`config.mk`:
```
export PLATFORM = sky130hd
export DESIGN_NAME = comp2s_arbiter
export DESIGN_NICKNAME = d
export VERILOG_FILES = /design/src/rtl/comp2s_arbiter.sv
export SDC_FILE = /design/constraint.sdc
export NUM_CORES = 1
export LEC_CHECK = 0
export CORE_ASPECT_RATIO = 1.2
export CORE_MARGIN = 8
export CORE_UTILIZATION = 44
export DETAILED_ROUTE_END_ITERATION = 7
export PLACE_DENSITY = 0.87
export SLEW_MARGIN = 20
export SYNTH_ARGS = -nofsm -noshare
export SYNTH_HDL_FRONTEND = slang
export SYNTH_SLANG_ARGS = --single-unit
export TNS_END_PERCENT = 20
```
`constraint.sdc`:
```
create_clock -name clk -period 4.8 [get_ports clk]
set_input_delay 0.96 -clock clk [delete_from_list [all_inputs] [get_ports clk]]
set_output_delay 0.96 -clock clk [all_outputs]
set_load 0.01 [all_outputs]
```
`src/rtl/comp2s_arbiter.sv`:
```
// comp2s_arbiter: round-robin shared two's-complement negate/abs unit with a one-entry valid/ready output stage
module comp2s_arbiter #(
  parameter int N = 16,
  parameter int NREQ = 4,
  parameter int IDW = 2,
  parameter int SAT = 0
) (
  input  logic              clk,
  input  logic              rst_n,
  input  logic [NREQ-1:0]   req_valid,
  input  logic [NREQ*N-1:0] req_data,
  input  logic [2*NREQ-1:0] req_op,
  output logic [NREQ-1:0]   req_ready,
  output logic              out_valid,
  input  logic              out_ready,
  output logic [N-1:0]      out_data,
  output logic [IDW-1:0]    out_id,
  output logic              out_ovf
);
  typedef enum logic {EMPTY, FULL} state_t;
  state_t state;
  logic [IDW-1:0] ptr, sel, j;
  logic found, can_accept, gnt, ovf, do_neg, min_neg;
  logic [N-1:0] d, res;
  logic [1:0] op;
  always_comb begin
    found = 1'b0;
    sel = '0;
    j = '0;
    for (int k = 0; k < NREQ; k++) begin
      j = IDW'((int'(ptr) + k) % NREQ);
      if (!found && req_valid[j]) begin
        found = 1'b1;
        sel = j;
      end
    end
  end
  assign can_accept = rst_n && (state == EMPTY || out_ready);
  assign gnt = found && can_accept;
  assign req_ready = gnt ? NREQ'(1) << sel : '0;
  assign out_valid = (state == FULL);
  assign d = req_data[N*int'(sel) +: N];
  assign op = req_op[2*int'(sel) +: 2];
  assign min_neg = (d == {1'b1, {(N-1){1'b0}}});
  assign ovf = min_neg && (op == 2'b01 || op == 2'b10);
  assign do_neg = (op == 2'b01) || (op[1] && (d[N-1] ^ op[0]));
  assign res = (ovf && SAT != 0) ? {1'b0, {(N-1){1'b1}}} : do_neg ? ~d + 1'b1 : d;
  always_ff @(posedge clk) begin
    if (!rst_n) begin
      state <= EMPTY;
      ptr <= '0;
      out_data <= '0;
      out_id <= '0;
      out_ovf <= 1'b0;
    end else if (gnt) begin
      state <= FULL;
      ptr <= (sel == IDW'(NREQ-1)) ? '0 : sel + 1'b1;
      out_data <= res;
      out_id <= sel;
      out_ovf <= ovf;
    end else if (out_ready) begin
      state <= EMPTY;
    end
  end
endmodule

```
# Word level (Yosys, flattened, before mapping)
# Index checks and enable logic that the tools add are counted.
dict set report totals {
  regBits 22
  input_bits 79
  out_inout_bits 24
  elab_cells 59
}
dict set report op_classes {
  addsub 5
  n_lt_le_gt_ge 4
  n_eq_ne 4
  shifts 3
  n_mux 21
  n_bitwise 3
  reduce_logical 14
}
# operator n
set ops {}
lappend ops {{indexed part select 64 x 7 -> 16 bit} 1}
lappend ops {{adder 16 x 1 -> 16 bit (second input constant)} 1}
lappend ops {{== test 16 bit (second input constant)} 1}
lappend ops {{two-way mux 16 bit} 1}
lappend ops {{inverter 16 bit} 1}
lappend ops {{less-than comparator 2 x 3 -> 1 bit (second input constant)} 4}
lappend ops {{two-way mux 1 bit} 10}
lappend ops {{two-way mux 2 bit} 5}
lappend ops {{binary-select mux 1 bit (select 2 bit)} 4}
lappend ops {{indexed part select 8 x 4 -> 2 bit} 1}
lappend ops {{logical AND 1 bit} 7}
lappend ops {{adder 2 x 1 -> 2 bit (second input constant)} 2}
lappend ops {{adder 2 bit (second input constant)} 2}
lappend ops {{== test 2 bit (second input constant)} 2}
lappend ops {{two-way mux 4 bit} 1}
lappend ops {{<< shifter 1 x 2 -> 4 bit (first input constant)} 1}
lappend ops {{logical NOT 1 bit} 3}
lappend ops {{logical OR 1 bit} 3}
lappend ops {{== test 2 x 1 -> 1 bit (second input constant)} 1}
lappend ops {{nonzero test 2 bit} 1}
lappend ops {{inverter 1 bit} 1}
lappend ops {{XOR 1 bit} 1}

# Longest topological paths before layout
# Gate-level depths: netlist (run 1).
dict set report depth {
  word_depth 17
  ltp_mapped 13
  depth_no_buf 11
}

# Worst setup path before layout (run 1)
# OpenSTA, ideal clock, no wires.
dict set report synth_timing {
  path_type {input port to flip-flop}
  start {in req_valid[0]}
  end {reg out_data[15]}
  setup_ps 124
  t_arrival_ps 3068
  t_required_ps 4676
  slack_ps 1608
  cell_stages 12
  n_path_buf 2
  path_cell_list {and2_4 > and2_0 > or3_1 > buf_6 > clkinv_4 > buf_6 > nand3_1 > a222oi_1 > nand3_1 > nor3b_2 > a211o_1 > o211ai_2}
}
dict set report synth_between {
  elab_chain_len 17
  elab_cells_between_ends 32
  cone_classes {add/sub: 1; eq/ne: 1; shift: 2; mux: 17; bitwise: 2; reduce/logical: 9}
}
# element line
set synth_lines {}
lappend synth_lines {{start, declared} 10} ;# input logic [NREQ-1:0] req_valid,
lappend synth_lines {{binary-select mux 1 bit (select 2 bit)} 32} ;# if (!found && req_valid[j]) begin
lappend synth_lines {{two-way mux 1 bit (not written as such)} 32}
lappend synth_lines {{two-way mux 1 bit} 32}
lappend synth_lines {{logical NOT 1 bit} 32}
lappend synth_lines {{logical AND 1 bit} 32}
lappend synth_lines {{two-way mux 1 bit} 32}
lappend synth_lines {{logical NOT 1 bit} 32}
lappend synth_lines {{logical AND 1 bit} 32}
lappend synth_lines {{two-way mux 1 bit} 32}
lappend synth_lines {{logical NOT 1 bit} 32}
lappend synth_lines {{logical AND 1 bit} 32}
lappend synth_lines {{two-way mux 2 bit (*)} 32}
lappend synth_lines {{named net sel[0]} 22} ;# logic [IDW-1:0] ptr, sel, j;
lappend synth_lines {{parallel branches: the longest is 4 deep, another holds adder 16 x 1 -> 16 bit} --}
lappend synth_lines {{two-way mux 16 bit (*)} 47} ;# assign res = (ovf && SAT != 0) ? {1'b0, {(N-1){1'b1}}} : do_neg ? ~d + 1'b1 : d;
lappend synth_lines {{end signal, assigned} 58} ;# out_data <= res;
lappend synth_lines {{end, declared} 16} ;# output logic [N-1:0] out_data,
# Mark *: on every way through the listed nets, which the timed path passes. The select of a mux whose other input is x is not followed.
# A chain may end at the register's enable or synchronous reset.

# Worst setup path after layout (run 1)
dict set report layout_timing {
  start {in req_valid[0]}
  end {out req_ready[3]}
}
dict set report layout_between {
  elab_chain_len 14
  elab_cells_between_ends 25
  cone_classes {shift: 1; mux: 17; reduce/logical: 7}
}
# element line
set layout_lines {}
lappend layout_lines {{binary-select mux 1 bit (select 2 bit)} 32}
lappend layout_lines {{two-way mux 1 bit (not written as such)} 32}
lappend layout_lines {{two-way mux 1 bit} 32}
lappend layout_lines {{logical NOT 1 bit} 32}
lappend layout_lines {{logical AND 1 bit} 32}
lappend layout_lines {{two-way mux 1 bit} 32}
lappend layout_lines {{logical NOT 1 bit} 32}
lappend layout_lines {{logical AND 1 bit} 32}
lappend layout_lines {{two-way mux 1 bit} 32}
lappend layout_lines {{logical NOT 1 bit} 32}
lappend layout_lines {{logical AND 1 bit} 32}
lappend layout_lines {{two-way mux 2 bit / two-way mux 1 bit (equally long branches)} 32}
lappend layout_lines {{<< shifter 1 x 2 -> 4 bit / logical AND 1 bit (equally long branches)} {40, 39}}
lappend layout_lines {{two-way mux 4 bit (*)} 40} ;# assign req_ready = gnt ? NREQ'(1) << sel : '0;
lappend layout_lines {{end, declared} 13} ;# output logic [NREQ-1:0] req_ready,
# Mark *: on every way between the ends. The rest lies on a longest branch, timed or not. The select of a mux whose other input is x is not followed.

==> results_dict.tcl, run 1 <==
set metrics [dict create \
    fmax_mhz 242 \
    synth_area_sq_um 2020 \
    post-route-util_pct 69.3 \
    drtIter0Drc 132 \
    multi_input_area_sq_um 1440 \
    row_count 27 \
    required_ns 3.84 \
    ios 103 \
    slowest_stage "clkdlybuf4s50_1" \
    vias_per_cell 5.66 \
    yosys.cell_count.top_type "nand3_1" \
    postSynthAreaPerCell_sq_um 6.92 \
    synth_cells 292 \
    cp_cell_sequence "clkdlybuf4s50_1 -> and2_4 -> and2_0 -> or3_1 -> clkinv_4 -> ha_1 -> and2_1 -> clkdlybuf4s50_1" \
    crit_path_end_kind "output port" \
    ys_top_cells_by_area "dfxtp_1, nand3_1, o21ai_0, nand2_1, xnor2_1" \
    crit_buf_inv 3 \
    drive_above_1_share_pct 7.31 \
    pre_cts_ws_ns 0.649 \
    slew_violations 0 \
    clockRootBuffer "clkbuf_8" \
    cts_sinks 22 \
    finalCritPeriodShare_pct 86.2 \
    leakage_uw 0.00121 \
    dieArea_sq_um 7020 \
    wl_per_cell_microns 16.0 \
    critPathKind "input pin to output port" \
    setup_ws_ns 0.665 \
    irDropWorstVdd_mv 0.218 \
    synth_top_area_share_pct 21.8 \
    port-buffer-count 102 \
    synth-seq-cells 22 \
    max_cap_viol_count 0 \
    hp-class "flip-flop to flip-flop" \
    grt_pass1_vias 2416 \
    grt_max_degree 27 \
    synth_edf_count 0 \
    rsz0062_at_grt "no" \
    ctsResizeCount 0 \
    grt_pass1_wl_microns 11400 \
    synth_top_area_cell "dfxtp_1" \
    antenna_found_initial 0 \
    cts_setup_buffers 0 \
    worstPathMaxFanout 25 \
    cpPeakStageDelay_ns 0.53 \
    clockBufferDepth 2 \
    die_w_microns 77.8 \
    coreArea_sq_um 4490 \
    yosysWarnings 0 \
    die_h_microns 90.2 \
    max_slew_margin_pct 55.3 \
    antenna_cells 0 \
    hpwl_microns 5700 \
    outcome "completed" \
    synth.distinct_cells 48 \
    crit_family "buffers and inverters" \
    grt.overflow.total 0 \
    powerDensity_nw_per_um2 369 \
    final.fill_count 404 \
    crit_top_cell "clkdlybuf4s50_1" \
    gp_congestion 0.938 \
    clkSlewWorstSetupHoldPaths_ns 0.07 \
    cts.htree.levels 1 \
    cts_buffers 3 \
    final_antenna_net_count 0 \
    synth_nets 377 \
    track_usage_pct 19.3 \
    worstSkewPairLatency_ns 0.26 \
    period_needed_ns 4.14 \
    skew_ns 0.00122 \
    final.setup.tns_ns 0 \
    drc_errors 0 \
    synthArstFlopShare_pct 0 \
    seq_area_frac_synth_pct 21.8 \
    worst_pin_slew_ns 0.668 \
    finalHoldViolations 0 \
    cts_tree "yes" \
    via_count 2497 \
    nNetsFinal 469 \
    syn2layout_area_growth_pct 54.1 \
    arrival_ns 3.18 \
    synth_flop_cell "dfxtp_1" \
    cts_hold_buf 0 \
    start_util_pct 44.9 \
    yosys-top-cells-count "nand3_1, nand2_1, o21ai_0" \
    finalSetupViolCount 0 \
    wirelength_microns 7040 \
    seq_area_sq_um 440 \
    firstDrtPassIters 4 \
    startpoint_type "input pin" \
]
## cell families after synthesis
family,count (synthesis),share of synthesized area [%]
simple gates,146,36.9
compound gates,78,25.3
buf+inv,28,6.94
flops,22,21.8
xor+xnor,10,4.34
fa+ha+maj,6,3.72
mux,2,0.991
## worst paths after layout
kind / start / to / cells past startpoint / slack [ns]
setup / recovery: req_valid[0] / req_ready[3] / 8 / 0.66
hold / removal: out_data[9]$_SDFFE_PN0P_ / out_data[9]$_SDFFE_PN0P_ / 2 / 0.47
setup reg to reg: ptr[1]$_SDFFE_PN0P_ / out_data[12]$_SDFFE_PN0P_ / 10 / 1.79
hold reg to reg: out_data[9]$_SDFFE_PN0P_ / out_data[9]$_SDFFE_PN0P_ / 2 / 0.47
## state kept, by name (all words and copies together) (netlist names)
register and count:
out_valid 1, out_ovf 1, out_id 2, ptr 2, out_data 16
## metal layers
metal  global-route usage, %  share of wire (%)
met4                    7.10                1.9
met2                    33.2                 51
met5                       0                  0
met1                    22.3                 41
met3                    4.38                6.0
## area by class of cell
class	count	area share [%]
Clock buffer	4	1.77
Inverter	6	0.885
Multi-Input combinational cell	242	46.4
Sequential cell	22	14.2
Tap cell	58	2.33
Timing Repair Buffer	109	34.5
## report_power, final
part           internal (uW)  switching (uW)
Combinational            362             375
Clock                   73.1            57.2
Sequential               246            36.0
Total                    681             468
## cells in the final DEF, fill, tap and decap left out, types with 2 or more instances in the layout
cell type	instances
clkdlybuf4s50_1	102
nand3_1	65
nand2_1	40
o21ai_0	35
dfxtp_1	22
xnor2_1	10
and3_1	9
buf_4	7
nor2b_1	6
a211oi_1	6
ha_1	6
inv_1	5
a21oi_1	5
o22ai_1	5
nor2_1	4
nand2b_1	4
and2_1	4
clkbuf_8	4
a31o_2	3
o21ai_1	3
a222oi_1	3
mux2i_1	2
o211ai_2	2
nand3_2	2
or4_1	2
o211ai_1	2
a211o_1	2
a31oi_1	2
o311ai_0	2
## through the flow
step           power (uW)  hold slack [ns]  instances  cell area (sq um)
5_1_grt              1240            0.501        441               3110
3_3_place_gp          999            0.444        437               3060
3_5_place_dp         1020            0.463        437               3060
6_report             1150            0.470        441               3110
4_1_cts              1150            0.474        441               3110
2_1_floorplan         737            0.481        292               2020
## tightest hold or removal path: stages (launching register included)
cell and delay, ns:
dfxtp_1 0.32, nand3_1 0.06, o21ai_1 0.05
Note: power is estimated with default switching activity, not from simulation.
==> inputs of run 2 (changes only) <==
--- a/config.mk
+++ b/config.mk
@@ -10,6 +10,7 @@
 export CORE_UTILIZATION = 44
 export DETAILED_ROUTE_END_ITERATION = 7
 export PLACE_DENSITY = 0.87
+export SKIP_CTS_REPAIR_TIMING = 1
 export SLEW_MARGIN = 20
 export SYNTH_ARGS = -nofsm -noshare
 export SYNTH_HDL_FRONTEND = slang
==> results of run 2 <==
No change in the layout: final DEF, timing and power equal those of run 1.
==> inputs of run 3 (changes only) <==
--- a/config.mk
+++ b/config.mk
@@ -9,6 +9,7 @@
 export CORE_MARGIN = 8
 export CORE_UTILIZATION = 44
 export DETAILED_ROUTE_END_ITERATION = 7
+export GPL_TIMING_DRIVEN = 1
 export PLACE_DENSITY = 0.87
 export SKIP_CTS_REPAIR_TIMING = 1
 export SLEW_MARGIN = 20
==> results of run 3 <==
No change in the layout: final DEF, timing and power equal those of run 1.
